`config.mk`:
```
export PLATFORM = sky130hd
export DESIGN_NAME = theta_page_unit
export DESIGN_NICKNAME = d
export VERILOG_FILES = /design/src/rtl/theta_page_unit.sv
export SDC_FILE = /design/constraint.sdc
export NUM_CORES = 1
export LEC_CHECK = 0
export CELL_PAD_IN_SITES_DETAIL_PLACEMENT = 2
export CELL_PAD_IN_SITES_GLOBAL_PLACEMENT = 2
export CORE_UTILIZATION = 35
export DETAILED_ROUTE_END_ITERATION = 8
export GPL_TIMING_DRIVEN = 0
export PLACE_DENSITY = 0.72
export SYNTH_ARGS = -nofsm -noshare
export SYNTH_HDL_FRONTEND = slang
export SYNTH_SLANG_ARGS = --single-unit
```
`constraint.sdc`:
```
create_clock -name clk -period 5.5 [get_ports clk]
set_clock_uncertainty 0.15 [all_clocks]
set_input_delay 1.1 -clock clk [delete_from_list [all_inputs] [get_ports clk]]
set_output_delay 1.1 -clock clk [all_outputs]
set_load 0.005 [all_outputs]
```
`src/rtl/theta_page_unit.sv`:
```
// Keccak theta step over a 64-page x 25-bit state register.
// A parity sweep collects column parities, then an apply sweep rewrites every page in place.
module theta_page_unit (
   input  logic        clk,
   input  logic        rst,
   input  logic        start,
   output logic        busy,
   output logic        done,
   output logic [5:0]  read_page_line_index,
   input  logic [24:0] read_page_data,
   output logic        write_page,
   output logic [5:0]  write_page_line_index,
   output logic [24:0] write_page_data
);

   typedef enum logic [1:0] {
      S_IDLE,
      S_PARITY,
      S_APPLY,
      S_DONE
   } state_e;

   state_e      state, state_nxt;
   logic [5:0]  z, z_nxt;
   logic [4:0]  par_mem [64];
   logic [4:0]  col_par;
   logic [4:0]  c_cur, c_prev, d;
   logic [24:0] corr;

   // NOTE: sequential state uses non-blocking assignments so every register samples pre-edge values.
   always_ff @(posedge clk) begin
      if (rst) begin
         state <= S_IDLE;
         z     <= 6'd0;
      end else begin
         state <= state_nxt;
         z     <= z_nxt;
      end
   end

   // NOTE: the parity memory has no reset; every entry is rewritten by the parity sweep before use.
   always_ff @(posedge clk) begin
      if (state == S_PARITY)
         par_mem[z] <= col_par;
   end

   // NOTE: every comb output gets a default first so no latch is inferred.
   always_comb begin
      state_nxt = state;
      z_nxt     = z;
      case (state)
         S_IDLE: begin
            if (start) begin
               state_nxt = S_PARITY;
               z_nxt     = 6'd0;
            end
         end
         S_PARITY: begin
            if (z == 6'd63) begin
               state_nxt = S_APPLY;
               z_nxt     = 6'd0;
            end else begin
               z_nxt = z + 6'd1;
            end
         end
         S_APPLY: begin
            if (z == 6'd63)
               state_nxt = S_DONE;
            else
               z_nxt = z + 6'd1;
         end
         S_DONE:  state_nxt = S_IDLE;
         default: state_nxt = S_IDLE;
      endcase
   end

   // Column parity of the page being read: bit x collects rows y = 0..4.
   always_comb begin
      col_par = 5'd0;
      for (int x = 0; x < 5; x++)
         col_par[x] = read_page_data[x] ^ read_page_data[5 + x] ^ read_page_data[10 + x]
                    ^ read_page_data[15 + x] ^ read_page_data[20 + x];
   end

   // Page 0 picks up C[.][63] because z - 1 wraps in 6 bits.
   always_comb begin
      c_cur  = par_mem[z];
      c_prev = par_mem[z - 6'd1];
      d      = 5'd0;
      for (int x = 0; x < 5; x++)
         d[x] = c_cur[(x + 4) % 5] ^ c_prev[(x + 1) % 5];
      corr = {d, d, d, d, d};
   end

   always_comb begin
      busy                  = (state != S_IDLE);
      done                  = (state == S_DONE);
      read_page_line_index  = z;
      write_page            = 1'b0;
      write_page_line_index = 6'd0;
      write_page_data       = 25'd0;
      if (state == S_APPLY) begin
         write_page            = 1'b1;
         write_page_line_index = z;
         write_page_data       = read_page_data ^ corr;
      end
   end

endmodule

```
==> run_results.csv <==
group,metric,value,unit
finish,nets,1592,
synthesis,synth.area.mux_share,0.201,
synthesis,synth_sequential_area_ratio,0.548,
clocking,cts_tree,"yes",
floorplanning,io_pins,68,
worst_setup_path,timing.critical_path.to_type,"output port",
timing,timing.final.crit_share,0.986,
drt,drt_via_density,6.29,
clocking,root_buffer,"sky130_fd_sc_hd__clkbuf_16",
finish,drive_gt1_frac,0.310,
timing,min_period,5420,ps
synthesis,synth-async-reset-ratio,0,
synthesis,synth_compound_gate_area_share,0.0707,
synthesis,mappedNetlistArea,18100,um2
drt,wl_per_cell,34.2,um
synthesis,yosys-top-cells-area,"sky130_fd_sc_hd__edfxtp_1 (53%), sky130_fd_sc_hd__mux4_2 (8.1%), sky130_fd_sc_hd__mux2_2 (6.0%)",
placed_design,gp_congestion,0.983,
global_route,grt_antenna_before_repair,1,
drt,route.antenna.remaining_nets,0,
min_path,min_path_type,"flop to flop",
power,clkPwrFrac,0.277,
drt,drt-pass1-iter-count,5,
power,comb_power_share,0.410,
clocking,cts_inserted_buffers,40,
power,power.net_switching,3.50,mW
clocking,clock-sinks,334,
floorplanning,die_height,229,um
floorplanning,design.die.area,52500,um2
synthesis,synth.top_cell.area_share,0.532,
synthesis,ys_ff_latch,334,
timing,slew_viol_final,0,
finish,highest_count_cells_in_the_layout_ignoring_fill_and_taps,"sky130_fd_sc_hd__edfxtp_1 (320), sky130_fd_sc_hd__nor2_1 (131), sky130_fd_sc_hd__mux2_2 (95)",
timing,fmax,184,MHz
clocking,cts_max_level,2,
worst_setup_path,arrival,4170,ps
placed_design,hpwlAfterDp,53.4,mm
placed_design,io_buffers,67,
global_route,global_route_wire_length_before_repair,109,mm
run_status,status,"finished, final reports clean",
power,p_int,6.08,mW
drt,post-route-drc-count,0,
synthesis,synthDistinctLibCells,58,
global_route,grt_start_max_net_pins,25,
finish,num-fill-cells,4904,
synthesis,synth_top_family_by_area,"multiplexers",
power,seqPwrFrac,0.313,
global_route,grt_overflow,0,
clocking,clock_insertion_delay_worst_skew,560,ps
power,total_leakage_power,7.33,nW
synthesis,synth-edff-count,320,
power,swShare,0.365,
worst_setup_path,cp-start-kind,"flop",
synthesis,synthesis.nets,1394,
finish,diodes,0,
floorplanning,floorplan.initialDensity,0.358,
timing,post-route-worst-setup-slack,75.3,ps
synthesis,synthesis.instances,1359,
drt,vias,14200,
synthesis,yosysTopAreaCell,"sky130_fd_sc_hd__edfxtp_1",
drt,drt_iter0_drc,1347,
clocking,clk_pin_slew_worst_paths,60,ps
timing,max-slew-margin-rel,0.149,
finish,area_growth_syn_to_layout,25.6,%
finish,regArea,9900,um2
placed_design,dp_slack,-2360,ps
power,vdd_drop_max,0.267,mV
worst_setup_path,criticalPathCategory,"flop to output port",
synthesis,synth_xor_area_frac,0.0149,
synthesis,post_synth.cell_area_avg,13.3,um2
floorplanning,chipWidth,229,um
power,power_density,422,nW/um2
drt,drt-total-wl,77.2,mm
global_route,grtUsageTotal,0.290,
synthesis,adder_and_majority_cell_fraction_of_the_synthesized_area,0.00485,
clocking,clockBufferDepth,3,
global_route,grt_pass1_vias,15300,
timing,setup_viol,0,
job,max-cap-violations,0,
finish,multi_input_comb_area,8150,um2
synthesis,yosys_warnings,0,
worst_setup_path,critical_path.max_fanout,10,
finish,mostFrequentLayoutCell,"sky130_fd_sc_hd__edfxtp_1",
timing,timing_hold_violations_final,0,
timing,setup-tns-final,0,ps
timing,timing_worst_slew_pin_value,1280,ps
floorplanning,row_count,82,
floorplanning,fp.coreArea,50500,um2
synthesis,synth_simple_gate_area_share,0.125,
worst_setup_path,crit_required,4250,ps
synthesis,ys_dominant_reg_cell,"sky130_fd_sc_hd__edfxtp_1",
[cell usage after synthesis (all sizes together) (27+ instances only)]
library cell	number
or4	27
nor2	142
nand2	59
o21ai	30
clkbuf	36
mux4	78
mux2i	74
buf	67
nand2b	33
nand4	44
o22ai	69
edfxtp	320
nand3	74
mux2	96
[per-stage QoR]
step / power [mW] / instance area (um2) / util / cells / hold WS, ps
3_5_place_dp: 6.06 / 19800 / 0.393 / 2113 / 437
5_1_grt: 9.81 / 22700 / 0.449 / 2260 / 476
2_1_floorplan: 4.77 / 18100 / - / 1359 / 368
4_1_cts: 9.35 / 22500 / 0.445 / 2251 / 446
3_3_place_gp: 5.91 / 19600 / 0.388 / 2098 / 398
6_report: 9.58 / 22700 / 0.449 / 2260 / 438
[sequential cells by signal, summed over array words and instances (netlist names), named ones only]
| register | flops |
|---|---|
| par_mem | 320 |
| read_page_line_index | 6 |
| state | 2 |
[kinds of logic (layout without fill, tap and decap cells)]
| kind of cell | count (synthesis) | count (layout) |
|---|---|---|
| buffers and inverters | 109 | 338 |
| AND/OR/NAND/NOR | 445 | 445 |
| flip-flops | 334 | 334 |
| multiplexers | 248 | 248 |
| adder cells (fa/ha/maj) | 7 | 7 |
| AO/OA/AOI/OAI | 187 | 187 |
| XOR/XNOR | 29 | 29 |
[routing by layer]
metal | GRT usage | vias to the layer above | part of all wire
met3 | 0.0635 | 198 | 0.081
met5 | 0 | - | 0
met2 | 0.480 | 701 | 0.49
met4 | 0.133 | 0 | 0.048
met1 | 0.360 | 7502 | 0.39
li1 | - | 5805 | -
[worst paths after layout]
check                                           endpoint                            startpoint  cells past startpoint  slack, ps
worst max-delay path                 write_page_data[19]  read_page_line_index[1]$_SDFFE_PP0N_                     18         80
worst min-delay path               state[1]$_SDFFE_PP0P_                 state[1]$_SDFFE_PP0P_                      2        440
worst max register to register  par_mem[23][2]$_DFFE_PP_  read_page_line_index[0]$_SDFFE_PP0N_                      8        870
worst min register to register     state[1]$_SDFFE_PP0P_                 state[1]$_SDFFE_PP0P_                      2        440
[worst max-delay path, stage by stage, from the launching register on]
cell and delay [ps]:
sky130_fd_sc_hd__dfxtp_4 400, sky130_fd_sc_hd__clkbuf_8 190, sky130_fd_sc_hd__inv_1 100, sky130_fd_sc_hd__ha_4 350, sky130_fd_sc_hd__buf_12 120, sky130_fd_sc_hd__buf_12 120, sky130_fd_sc_hd__buf_12 130, sky130_fd_sc_hd__buf_12 130
sky130_fd_sc_hd__buf_12 140, sky130_fd_sc_hd__buf_8 110, sky130_fd_sc_hd__mux2i_4 240, sky130_fd_sc_hd__nand3_2 110, sky130_fd_sc_hd__nand4_1 340, sky130_fd_sc_hd__o32ai_4 200, sky130_fd_sc_hd__or3_4 430, sky130_fd_sc_hd__buf_4 150
sky130_fd_sc_hd__o211ai_1 70, sky130_fd_sc_hd__nand2_1 90, sky130_fd_sc_hd__buf_2 140
[power by group through the flow]
stage	registers, mW	logic, mW	clock network [mW]
finish	3.00	3.93	2.65
global route	3.00	4.06	2.75
CTS	3.00	3.69	2.66
detailed placement	3.05	3.01	0
global placement	3.09	2.81	0
floorplan	3.06	1.70	0
[cell type report]
type,count,share of cell area
Clock buffer,50,0.0472
Inverter,6,0.00154
Buffer,99,0.0417
Timing Repair Buffer,160,0.0679
Multi-Input combinational cell,916,0.359
Sequential cell,334,0.436
Tap cell,672,0.0371
Clock inverter,23,0.00877
[repair_timing]
item	4_1_cts	5_1_grt
hold buffers	0	0
endpoints found under the setup margin	26	31
setup buffers	65	13
resized for setup	246	43
gates cloned	3	0
pin swaps	46	32
Note: power is estimated with default switching activity, not from simulation.
